<file path="config.mk">
export PLATFORM = sky130hd
export DESIGN_NAME = ami_chan_arbiter
export DESIGN_NICKNAME = d
export VERILOG_FILES = /design/src/rtl/AMITypes.sv /design/src/rtl/ami_tag_fifo.sv /design/src/rtl/ami_chan_arbiter.sv
export SDC_FILE = /design/constraint.sdc
export NUM_CORES = 1
export LEC_CHECK = 0
export BUFFER_PORTS_ARGS = -buffer_cell sky130_fd_sc_hd__buf_4
export CAP_MARGIN = 20
export CORE_AREA = 2 2 187 189
export CTS_CLUSTER_SIZE = 40
export DETAILED_ROUTE_END_ITERATION = 8
export DIE_AREA = 0 0 189 191
export GPL_TIMING_DRIVEN = 0
export PLACE_DENSITY = 0.6
export REMOVE_ABC_BUFFERS = 1
export SLEW_MARGIN = 20
export SYNTH_ARGS = -nofsm -noshare
export SYNTH_HDL_FRONTEND = slang
export SYNTH_HIERARCHICAL = 1
export SYNTH_SLANG_ARGS = --single-unit
</file>
<file path="constraint.sdc">
create_clock -name clk -period 5.1 [get_ports clk]
set_input_delay 0.765 -clock clk [delete_from_list [all_inputs] [get_ports clk]]
set_output_delay 0.765 -clock clk [all_outputs]
set_load 0.02 [all_outputs]
</file>
<file path="src/rtl/AMITypes.sv">
// ---------------------------------------------------------------------------
// AMITypes: shared AMI request/response/tag types and sizing constants. Rev 1.0
// ---------------------------------------------------------------------------
`default_nettype none

package AMITypes;

  localparam int AMI_NUM_APPS     = 2;
  localparam int AMI_NUM_PORTS    = 2;
  localparam int AMI_NUM_CHANNELS = 2;
  localparam int AMI_ADDR_W       = 32;
  localparam int AMI_DATA_W       = 32;
  localparam int AMI_SIZE_W       = 4;

  localparam int AMI_APP_W  = (AMI_NUM_APPS > 1) ? $clog2(AMI_NUM_APPS) : 1;
  localparam int AMI_PORT_W = (AMI_NUM_PORTS > 1) ? $clog2(AMI_NUM_PORTS) : 1;
  localparam int AMI_CHAN_W = (AMI_NUM_CHANNELS > 1) ? $clog2(AMI_NUM_CHANNELS) : 1;

  localparam int CHAN_ARB_TAG_Q_DEPTH = 4;
  localparam int CHAN_ARB_NUM_REQ     = AMI_NUM_APPS * AMI_NUM_PORTS;

  typedef struct packed {
    logic                  valid;
    logic                  isWrite;
    logic [AMI_APP_W-1:0]  srcApp;
    logic [AMI_PORT_W-1:0] srcPort;
    logic [AMI_CHAN_W-1:0] channel;
    logic [AMI_ADDR_W-1:0] addr;
    logic [AMI_DATA_W-1:0] data;
    logic [AMI_SIZE_W-1:0] size;
  } AMIReq;

  typedef struct packed {
    logic                  valid;
    logic [AMI_APP_W-1:0]  srcApp;
    logic [AMI_PORT_W-1:0] srcPort;
    logic [AMI_CHAN_W-1:0] channel;
    logic [AMI_DATA_W-1:0] data;
    logic [AMI_SIZE_W-1:0] size;
  } AMIResp;

  typedef struct packed {
    logic [AMI_PORT_W-1:0] srcPort;
    logic [AMI_APP_W-1:0]  srcApp;
    logic [AMI_CHAN_W-1:0] channel;
    logic [AMI_SIZE_W-1:0] size;
  } AMITag;

endpackage

`default_nettype wire

</file>
<file path="src/rtl/ami_tag_fifo.sv">
// ---------------------------------------------------------------------------
// ami_tag_fifo: synchronous FIFO of AMITag with push/pop, full/empty, head, count. Rev 1.0
// ---------------------------------------------------------------------------
`default_nettype none

module ami_tag_fifo
  import AMITypes::*;
#(
  parameter int DEPTH = CHAN_ARB_TAG_Q_DEPTH,
  localparam int CW = $clog2(DEPTH + 1)
) (
  input  logic          clk,
  input  logic          rst_n,
  input  logic          push_i,
  input  AMITag         wdata_i,
  input  logic          pop_i,
  output logic          full_o,
  output logic          empty_o,
  output AMITag         head_o,
  output logic [CW-1:0] count_o
);

  localparam int PW = (DEPTH > 1) ? $clog2(DEPTH) : 1;

  AMITag         mem_q [DEPTH];
  logic [PW-1:0] wr_ptr_q, rd_ptr_q;
  logic [CW-1:0] count_q;
  logic          do_push, do_pop;

  assign full_o  = (count_q == CW'(DEPTH));
  assign empty_o = (count_q == '0);
  assign head_o  = mem_q[rd_ptr_q];
  assign count_o = count_q;

  // A pop in the same cycle frees the slot a full-FIFO push needs.
  assign do_pop  = pop_i & ~empty_o;
  assign do_push = push_i & (~full_o | do_pop);

  always_ff @(posedge clk) begin
    if (do_push) mem_q[wr_ptr_q] <= wdata_i;
  end

  always_ff @(posedge clk or negedge rst_n) begin
    if (!rst_n) begin
      wr_ptr_q <= '0;
      rd_ptr_q <= '0;
      count_q  <= '0;
    end else begin
      if (do_push) wr_ptr_q <= (wr_ptr_q == PW'(DEPTH - 1)) ? '0 : wr_ptr_q + PW'(1);
      if (do_pop)  rd_ptr_q <= (rd_ptr_q == PW'(DEPTH - 1)) ? '0 : rd_ptr_q + PW'(1);
      case ({do_push, do_pop})
        2'b10:   count_q <= count_q + CW'(1);
        2'b01:   count_q <= count_q - CW'(1);
        default: count_q <= count_q;
      endcase
    end
  end

endmodule

`default_nettype wire

</file>
<file path="src/rtl/ami_chan_arbiter.sv">
// ---------------------------------------------------------------------------
// ami_chan_arbiter: round-robin per-channel request scheduler with read-tag response routing. Rev 1.0
// ---------------------------------------------------------------------------
`default_nettype none

module ami_chan_arbiter
  import AMITypes::*;
#(
  parameter int NUM_REQ     = CHAN_ARB_NUM_REQ,
  parameter int CHANNEL_ID  = 0,
  parameter int TAG_Q_DEPTH = CHAN_ARB_TAG_Q_DEPTH,
  parameter int CNT_W       = 16
) (
  input  logic                clk,
  input  logic                rst_n,
  input  AMIReq [NUM_REQ-1:0] req_in,
  output logic  [NUM_REQ-1:0] req_in_grant,
  output AMIReq               chan_req,
  input  logic                chan_req_grant,
  input  AMIResp              chan_resp,
  output logic                chan_resp_grant,
  output AMIResp              resp_out,
  input  logic  [NUM_REQ-1:0] resp_out_grant,
  output logic  [CNT_W-1:0]   outstanding,
  output logic                tag_err
);

  localparam int IDX_W  = (NUM_REQ > 1) ? $clog2(NUM_REQ) : 1;
  localparam int TAG_CW = $clog2(TAG_Q_DEPTH + 1);

  AMIReq              chan_req_q, chan_req_d;
  logic [IDX_W-1:0]   rr_ptr_q, rr_ptr_d;
  logic [CNT_W-1:0]   outstanding_q, outstanding_d;
  logic               tag_err_q;
  logic [NUM_REQ-1:0] eligible;
  logic               out_free, tag_space;
  logic               tag_push, tag_full, tag_empty;
  AMITag              tag_wdata, tag_head;
  logic [TAG_CW-1:0]  tag_count;
  logic [IDX_W-1:0]   head_idx;
  logic               unused_sig;

  assign out_free  = ~chan_req_q.valid | chan_req_grant;
  assign tag_space = ~tag_full | chan_resp_grant;

  for (genvar i = 0; i < NUM_REQ; i++) begin : g_elig
    assign eligible[i] = req_in[i].valid & (req_in[i].isWrite | tag_space);
  end

  always_comb begin
    logic             found;
    logic [IDX_W-1:0] win;
    logic [IDX_W:0]   scan;
    int               w;
    found        = 1'b0;
    win          = '0;
    scan         = '0;
    w            = 0;
    req_in_grant = '0;
    chan_req_d   = chan_req_q;
    rr_ptr_d     = rr_ptr_q;
    tag_push     = 1'b0;
    tag_wdata    = '0;
    for (int k = 0; k < NUM_REQ; k++) begin
      scan = {1'b0, rr_ptr_q} + (IDX_W + 1)'(k);
      if (scan >= (IDX_W + 1)'(NUM_REQ)) scan = scan - (IDX_W + 1)'(NUM_REQ);
      if (!found && eligible[scan[IDX_W-1:0]]) begin
        found = 1'b1;
        win   = scan[IDX_W-1:0];
      end
    end
    if (chan_req_grant) chan_req_d.valid = 1'b0;
    // Grants are suppressed while reset is held so nothing is accepted and then lost.
    if (rst_n && out_free && found) begin
      w                  = int'(win);
      req_in_grant[win]  = 1'b1;
      chan_req_d         = req_in[win];
      chan_req_d.valid   = 1'b1;
      chan_req_d.srcApp  = AMI_APP_W'(w / AMI_NUM_PORTS);
      chan_req_d.srcPort = AMI_PORT_W'(w % AMI_NUM_PORTS);
      chan_req_d.channel = AMI_CHAN_W'(CHANNEL_ID);
      rr_ptr_d           = IDX_W'((w + 1) % NUM_REQ);
      tag_push           = ~req_in[win].isWrite;
      tag_wdata.srcPort  = chan_req_d.srcPort;
      tag_wdata.srcApp   = chan_req_d.srcApp;
      tag_wdata.channel  = chan_req_d.channel;
      tag_wdata.size     = chan_req_d.size;
    end
  end

  always_comb begin
    head_idx         = IDX_W'(int'(tag_head.srcApp) * AMI_NUM_PORTS + int'(tag_head.srcPort));
    resp_out         = '0;
    resp_out.valid   = chan_resp.valid & ~tag_empty;
    resp_out.srcApp  = tag_head.srcApp;
    resp_out.srcPort = tag_head.srcPort;
    resp_out.channel = tag_head.channel;
    resp_out.data    = chan_resp.data;
    resp_out.size    = chan_resp.size;
    chan_resp_grant  = resp_out.valid & resp_out_grant[head_idx];
  end

  always_comb begin
    outstanding_d = outstanding_q;
    case ({tag_push, chan_resp_grant})
      2'b10:   outstanding_d = outstanding_q + CNT_W'(1);
      2'b01:   outstanding_d = (outstanding_q == '0) ? '0 : outstanding_q - CNT_W'(1);
      default: outstanding_d = outstanding_q;
    endcase
  end

  always_ff @(posedge clk or negedge rst_n) begin
    if (!rst_n) begin
      chan_req_q    <= '0;
      rr_ptr_q      <= '0;
      outstanding_q <= '0;
      tag_err_q     <= 1'b0;
    end else begin
      chan_req_q    <= chan_req_d;
      rr_ptr_q      <= rr_ptr_d;
      outstanding_q <= outstanding_d;
      tag_err_q     <= tag_err_q | (chan_resp.valid & tag_empty);
    end
  end

  ami_tag_fifo #(
    .DEPTH (TAG_Q_DEPTH)
  ) u_tag_fifo (
    .clk     (clk),
    .rst_n   (rst_n),
    .push_i  (tag_push),
    .wdata_i (tag_wdata),
    .pop_i   (chan_resp_grant),
    .full_o  (tag_full),
    .empty_o (tag_empty),
    .head_o  (tag_head),
    .count_o (tag_count)
  );

  assign chan_req    = chan_req_q;
  assign outstanding = outstanding_q;
  assign tag_err     = tag_err_q;

  // Response routing fields come from the tag; the channel's copies and the tag size are not needed.
  assign unused_sig = ^{chan_resp.srcApp, chan_resp.srcPort, chan_resp.channel, tag_head.size, tag_count};

endmodule

`default_nettype wire

</file>
==> parameters.txt, run 1 <==
Parameter                              Value

STA
  Period minus WS final ... 4.846 ns
  Rel. slew slack ... 51.34%
  Pins Over Slew Limit ... 0
  RSZ-0062 raised after global routing ... false
  Number of hold violations in the final report ... 0
  Slew @ Worst Pin ... 0.7299 ns
  Finish-stage setup viols ... 0
  Final cycle utilization of the critical path ... 95.01%
  Fmax ... 206.4 MHz
  Largest clock skew in the final design ... 0.01335 ns
  Tightest hold margin ... 0.3459 ns

Critical path
  Worst path buffer plus inverter count ... 2
  CP max stage cell ... sky130_fd_sc_hd__mux4_2
  Launch point of the worst reg-to-reg path ... u_tag_fifo/rd_ptr_q[0]
  Capturing element type of the critical path ... register
  Kind of start point of the critical path ... register
  Worst path arrival time ... 5.12 ns
  Dominant delay contributor by cell family on the critical path ... compound AO/OA/AOI/OAI gates
  Required @ worst endpoint ... 5.38 ns
  Largest fanout on the critical path ... 28
  Longest individual stage delay on the worst path ... 0.62 ns
  Cell breakdown of the critical path ... mux4_2 -> mux2_4 -> a221oi_4 -> nor2_1 -> a31oi_4 -> buf_16 -> and2_1 -> inv_6 -> mux2i_2 -> a22o_2 -> or3b_2 -> fa_1 -> o21ba_2 -> o211ai_1 -> a22oi_1
  Internal reg-to-reg setup slack ... 0.25 ns
  CP Class ... register to register
  Worst Setup SP ... u_tag_fifo/rd_ptr_q[0]

Clocking
  Max H-tree Level ... 3
  CTS root buffer ... sky130_fd_sc_hd__clkbuf_16
  Clock transition at the register clock pins on the worst setup and hold paths after CTS ... 0.08 ns
  # clock sinks ... 110
  Source-to-sink clock delay at the later pin of the worst-skew pair ... 0.36 ns
  CTS tree ... yes
  TritonCTS buffer count ... 9
  Clock buffer depth ... 2

Detailed routing
  Vias after detailed routing ... 7826
  Highest routed metal layer ... met5
  Routed Antenna Nets ... 0
  Residual DRC ... 0
  Routed length per placed instance ... 18.76 um
  Total length of routed met2 wires ... 14.08 mm
  DR iter-0 viols ... 394
  DR WL met3 ... 2.789 mm
  Total routed wire length on the met1 layer ... 13.19 mm
  Via count normalized by instance count ... 4.781
  Number of iterations in the first detailed-routing pass ... 5
  Overall routed net length ... 30.71 mm

GRT
  Antenna violations before repair ... 1
  Vias in the first global route ... 7768
  Maximum number of pins on one net before global-route repair ... 55
  Wire length of the first global-routing pass ... 45.72 mm
  Total global routing track utilization ... 16.25%
  Overflow left after global routing ... 0

Hold path
  Tightest Hold Check Type ... input pin to asynchronous set/reset pin

Cells and area
  Number of nets in the layout ... 1528
  Filler cell count in the final layout ... 3535
  Register Area ... 0.002814 mm2
  Fraction of layout instances using a drive strength above 1 ... 41.15%
  Area of combinational cells with multiple inputs ... 0.004516 mm2
  Final core utilization ... 33.92%
  Layout-stage area growth over the synthesis result ... 45.84%

Floorplan
  Die H ... 191 um
  Die Span X ... 189 um
  Num ports ... 474
  Starting density of the core ... 23.26%
  Row cnt ... 68
  Overall die area ... 0.03610 mm2
  Floorplan core area ... 0.03412 mm2

Status
  Status ... finished, final reports clean

Placement
  Global placement routability congestion ... 0.7882
  Post-DP HPWL ... 23.68 mm
  Buffers on Ports ... 385

Pwr
  Part of the total power dissipated in sequential elements ... 27.1%
  Worst IR drop on VDD ... 0.0002062 V
  Switching pwr ... 2593 uW
  Power density over cell area ... 496.4 mW/mm2
  Pint ... 3152 uW
  Leak pwr ... 0.005486 uW
  Switching part of the total power ... 45.13%
  Share of total power in the clock network ... 12.9%
  Portion of total power attributed to combinational logic ... 60.0%

Synth
  Cells after synthesis ... 860
  Syn. warnings ... 6
  Average cell area after synthesis ... 9.227 um2
  Cell area after synthesis ... 0.007935 mm2

Run
  Reported max-cap violation count ... 0
[stage by stage]
stage	area, um2	TNS [ns]	setup WS, ns	total power [uW]	cells
4_1_cts	11450	0	0.04947	5728	1630
3_5_place_dp	11100	-14.99	-1.109	4912	1611
3_3_place_gp	10730	-663.95	-7.792	4747	1594
5_1_grt	11570	0	0.006550	6159	1637
2_1_floorplan	7267	-240.48	-3.465	3469	754
6_report	11570	0	0.2544	5745	1637
[worst reg2reg max path, delay by kind of cell (launching register included)]
kind,cells,cell delay [ns]
DFF,1,0.45
muxes,3,1.27
AOI/OAI and AO/OA,6,1.37
buffers and inverters,2,0.35
adders and majority gates,1,0.46
and+or+nand+nor,3,0.89
[metal layers]
layer / global-route usage, % / up-vias
li1: - / 3762
met1: 20.38 / 3706
met2: 25.84 / 327
met3: 6.517 / 29
met4: 3.816 / 2
met5: 2.335 / -
[sequential cells by signal, summed over array words and instances, names as in the netlist]
name	cells
u_tag_fifo/wr_ptr_q	2
rr_ptr_q	2
tag_err	1
u_tag_fifo/rd_ptr_q	2
u_tag_fifo/count_o	3
chan_req	72
u_tag_fifo/mem_q	12
outstanding	16
[cell usage in the layout (no fill, tap or decap), drive strengths merged, types with 5 or more instances in the layout]
cell type,instances
a22oi,7
and2,9
edfxtp,12
and3,70
a21oi,19
clkbuf,9
o211ai,66
inv,18
a221oi,7
nor4,5
o221ai,7
nand3,6
ha,12
nand2,90
a21boi,64
nand2b,7
o22ai,5
dfrtp,98
mux2,6
a31oi,5
conb,5
nor2,25
o31ai,12
buf,410
mux2i,76
o21ai,79
[cell type report]
cell class                 count  share of cell area [%]
antenna                        1                 0.02162
sequential                   110                   24.32
clock inverter                 7                  0.6163
timing repair buffer         410                   28.57
multi-input combinational    629                   39.02
tap                          455                   4.919
inverter                      16                  0.5947
clock buffer                   9                   1.946
[path summary, 6_finish.rpt]
path / to / cells past startpoint
max: u_tag_fifo/count_o[1] / 15
min: outstanding[4] / 1
max reg2reg: u_tag_fifo/count_o[1] / 15
min reg2reg: tag_err / 1
max in group asynchronous: chan_req[32] / 2
min in group clk: tag_err / 1
[power groups by stage]
| stage | logic (uW) | clock network [uW] | registers, uW |
|---|---|---|---|
| after floorplan | 1580 | 0 | 1890 |
| after global placement | 3200 | 0 | 1550 |
| after detailed placement | 3350 | 0 | 1560 |
| after CTS | 3390 | 787 | 1550 |
| after global routing | 3730 | 813 | 1610 |
| final | 3450 | 743 | 1550 |
[what timing repair did]
action / in CTS / in global routing
hold buffers: 0 / 0
setup buffers: 3 / 5
gates resized for setup: 5 / 11
cloned: 0 / 1
endpoints found under the hold margin: 0 / 0
pin swaps: 3 / 1
setup endpoints to repair: 20 / 18
Power figures use the tool's default switching activity.
==> inputs of run 2 (changes only) <==
- BUFFER_PORTS_ARGS: -buffer_cell sky130_fd_sc_hd__buf_4 -> not set
- CORE_AREA: 2 2 187 189 -> 2 2 185 187
- DIE_AREA: 0 0 189 191 -> 0 0 187 189
- DONT_BUFFER_PORTS: not set -> 1
- PLACE_DENSITY: 0.6 -> 0.49
==> run 2 against run 1 <==
- worst setup slack lost 0.031 ns
- core utilization shrank 7.5 points
- worst hold slack worse by 0.26 ns
- die area shrank 2.1%
- sequential power up 31%
- fmax fell by 0.64%
- critical path depth unchanged
- largest power group unchanged
- register-to-register slack got worse by 0.03 ns
- routed wire length down 1.3%
- first-iteration DRC count decreased by 12%
- clock power about the same
- clock-buffer cell count up 2
==> parameters.txt, run 2 (synthesized netlist as in run 1, its figures left out) <==
Parameter                              Value

Critical path
  CP max stage cell ... sky130_fd_sc_hd__mux4_2 (unchanged)
  Crit. path cell count ... 15 (unchanged)
  Largest fanout on the critical path ... 13 (was 28)
  Internal reg-to-reg setup slack ... 0.22 ns (was 0.25 ns)
  Worst path buffer plus inverter count ... 2 (unchanged)
  Number of cells on the worst reg-to-reg path ... 15 (unchanged)
  Dominant delay contributor by cell family on the critical path ... compound AO/OA/AOI/OAI gates (unchanged)
  Worst Setup SP ... u_tag_fifo/rd_ptr_q[0] (unchanged)
  Launch point of the worst reg-to-reg path ... u_tag_fifo/rd_ptr_q[0] (unchanged)
  Required @ worst endpoint ... 5.39 ns (was 5.38 ns)
  CP Class ... register to register (unchanged)
  Endpoint of the worst register-to-register path ... u_tag_fifo/count_o[1] (unchanged)
  Longest individual stage delay on the worst path ... 0.69 ns (was 0.62 ns)
  Worst path arrival time ... 5.17 ns (was 5.12 ns)
  CP endpoint ... u_tag_fifo/count_o[1] (unchanged)
  Cell breakdown of the critical path ... mux4_2 -> mux2_4 -> a221oi_4 -> nor2_1 -> a22oi_2 -> buf_6 -> and2_2 -> inv_6 -> mux2i_4 -> a22o_2 -> or3b_2 -> fa_1 -> o21ba_2 -> o211ai_1 -> a22oi_1 (was mux4_2 -> mux2_4 -> a221oi_4 -> nor2_1 -> a31oi_4 -> buf_16 -> and2_1 -> inv_6 -> mux2i_2 -> a22o_2 -> or3b_2 -> fa_1 -> o21ba_2 -> o211ai_1 -> a22oi_1)
  Kind of start point of the critical path ... register (unchanged)
  Capturing element type of the critical path ... register (unchanged)

Floorplan
  Die Span X ... 187 um (was 189 um)
  Num ports ... 474 (unchanged)
  Die H ... 189 um (was 191 um)
  Row cnt ... 67 (was 68)
  Floorplan core area ... 0.03328 mm2 (was 0.03412 mm2)
  Overall die area ... 0.03534 mm2 (was 0.03610 mm2)
  Starting density of the core ... 23.84% (was 23.26%)

STA
  Final critical-path setup slack ... 0.2234 ns (was 0.2544 ns)
  Final cycle utilization of the critical path ... 95.62% (was 95.01%)
  Pins Over Slew Limit ... 0 (unchanged)
  Largest clock skew in the final design ... 0.009356 ns (was 0.01335 ns)
  Total negative setup slack ... 0 ns (unchanged)
  Fmax ... 205.1 MHz (was 206.4 MHz)
  Finish-stage setup viols ... 0 (unchanged)
  Tightest hold margin ... 0.08118 ns (was 0.3459 ns)
  Rel. slew slack ... 59.70% (was 51.34%)
  Slew @ Worst Pin ... 0.5990 ns (was 0.7299 ns)
  Period minus WS final ... 4.877 ns (was 4.846 ns)
  Number of hold violations in the final report ... 0 (unchanged)

Pwr
  Worst IR drop on VDD ... 0.0002446 V (was 0.0002062 V)
  Power density over cell area ... 587.8 mW/mm2 (was 496.4 mW/mm2)
  Leak pwr ... 0.003654 uW (was 0.005486 uW)

Cells and area
  Commonest cells after routing, fill and taps aside ... sky130_fd_sc_hd__dfrtp_1, sky130_fd_sc_hd__nand2_1, sky130_fd_sc_hd__mux2i_1, sky130_fd_sc_hd__and3_1 (was sky130_fd_sc_hd__buf_4, sky130_fd_sc_hd__dfrtp_1, sky130_fd_sc_hd__nand2_1, sky130_fd_sc_hd__mux2i_1, sky130_fd_sc_hd__and3_1)
  Most frequent standard cell in the layout excluding fill and tap cells ... sky130_fd_sc_hd__dfrtp_1 (was sky130_fd_sc_hd__buf_4)
  Flip-flop count of the largest register, all copies and words added ... 72 (unchanged)
  Number of nets in the layout ... 1151 (was 1528)
  Layout-stage area growth over the synthesis result ... 10.72% (was 45.84%)
  Fraction of layout instances using a drive strength above 1 ... 14.43% (was 41.15%)
  Final cell count without fillers ... 1255 (was 1637)
  Design area ... 0.008786 mm2 (was 0.01157 mm2)

Run
  Reported max-cap violation count ... 0 (unchanged)

GRT
  Total global routing track utilization ... 16.22% (was 16.25%)
  Overflow left after global routing ... 0 (unchanged)
  Maximum number of pins on one net before global-route repair ... 102 (was 55)
  Wire length of the first global-routing pass ... 42.84 mm (was 45.72 mm)
  Antenna violations before repair ... 4 (was 1)
  Vias in the first global route ... 6537 (was 7768)

Detailed routing
  Number of iterations in the first detailed-routing pass ... 5 (unchanged)
  Routed Antenna Nets ... 0 (unchanged)
  Total routed wire length on the met1 layer ... 12.32 mm (was 13.19 mm)
  Total length of routed met2 wires ... 13.85 mm (was 14.08 mm)
  Overall routed net length ... 30.31 mm (was 30.71 mm)
  Via count normalized by instance count ... 5.312 (was 4.781)
  DR WL met3 ... 3.307 mm (was 2.789 mm)
  Highest routed metal layer ... met5 (unchanged)
  Residual DRC ... 0 (unchanged)
  Vias after detailed routing ... 6667 (was 7826)
  DR iter-0 viols ... 345 (was 394)
  Routed length per placed instance ... 24.15 um (was 18.76 um)

Placement
  Standard cell area after detailed placement ... 0.008208 mm2 (was 0.01110 mm2)
  Buffers on Ports ... 0 (was 385)
  Post-DP HPWL ... 22.56 mm (was 23.68 mm)
  Number of instances in the placed design ... 1220 (was 1611)
  Global placement routability congestion ... 0.7699 (was 0.7882)
  Post-Place Worst Slack ... -1.241 ns (was -1.109 ns)

Clocking
  TritonCTS buffer count ... 9 (unchanged)
  CTS root buffer ... sky130_fd_sc_hd__clkbuf_16 (unchanged)
  Max H-tree Level ... 3 (unchanged)
  Source-to-sink clock delay at the later pin of the worst-skew pair ... 0.38 ns (was 0.36 ns)
  Clock transition at the register clock pins on the worst setup and hold paths after CTS ... 0.08 ns (about the same)
  Clock buffer depth ... 2 (unchanged)
  CTS tree ... yes (unchanged)
  # clock sinks ... 110 (unchanged)

Status
  Status ... finished, final reports clean (unchanged)

Hold path
  Tightest Hold Check Type ... input pin to asynchronous set/reset pin (unchanged)
[run 2: timing repair]
action	in CTS	in global routing
hold buffers	0	0
endpoints found under the setup margin	18	18
gates cloned	1	2
gates resized for setup	11	16
pin swaps	5	4
buffers inserted	8	5
[run 2: report_power, final]
part           internal (uW)  total (uW)  switching, uW
clock                    365         740            375
sequential              1240        2030            788
combinational           1020        2390           1370
total                   2630        5160           2530
[run 2: cell type report]
class                      instances  area, um2
timing repair buffer              32      445.4
multi-input combinational        630       4601
fill                            3599      24490
antenna                            3      7.507
clock buffer                      11      252.7
inverter                          16      65.06
clock inverter                     5      40.04
sequential                       110       2814
tap                              448      560.5
[run 2: how the worst min path moves through the flow]
| stage | end | slack, ns | cells past startpoint |
|---|---|---|---|
| global placement | chan_req[8] | 0.47 | 0 |
| CTS | chan_req[39] | 0.05 | 0 |
| floorplan | chan_req[0] | 0.47 | 0 |
| finish | chan_req[8] | 0.08 | 0 |
| detailed placement | chan_req[8] | 0.47 | 0 |
| global route | chan_req[8] | 0.05 | 0 |
[run 2: routing by layer]
| metal | track usage [%] | vias up |
|---|---|---|
| met5 | 2.610 | - |
| met4 | 5.922 | 4 |
| met3 | 7.581 | 35 |
| met2 | 24.79 | 383 |
| met1 | 19.69 | 3234 |
| li1 | - | 3011 |
[run 2: metrics by stage]
stage	util [%]	power [uW]
finish	26.40	5165
global route	26.38	5532
CTS	25.92	5107
detailed placement	24.66	4256
global placement	23.52	4100
floorplan	-	3469
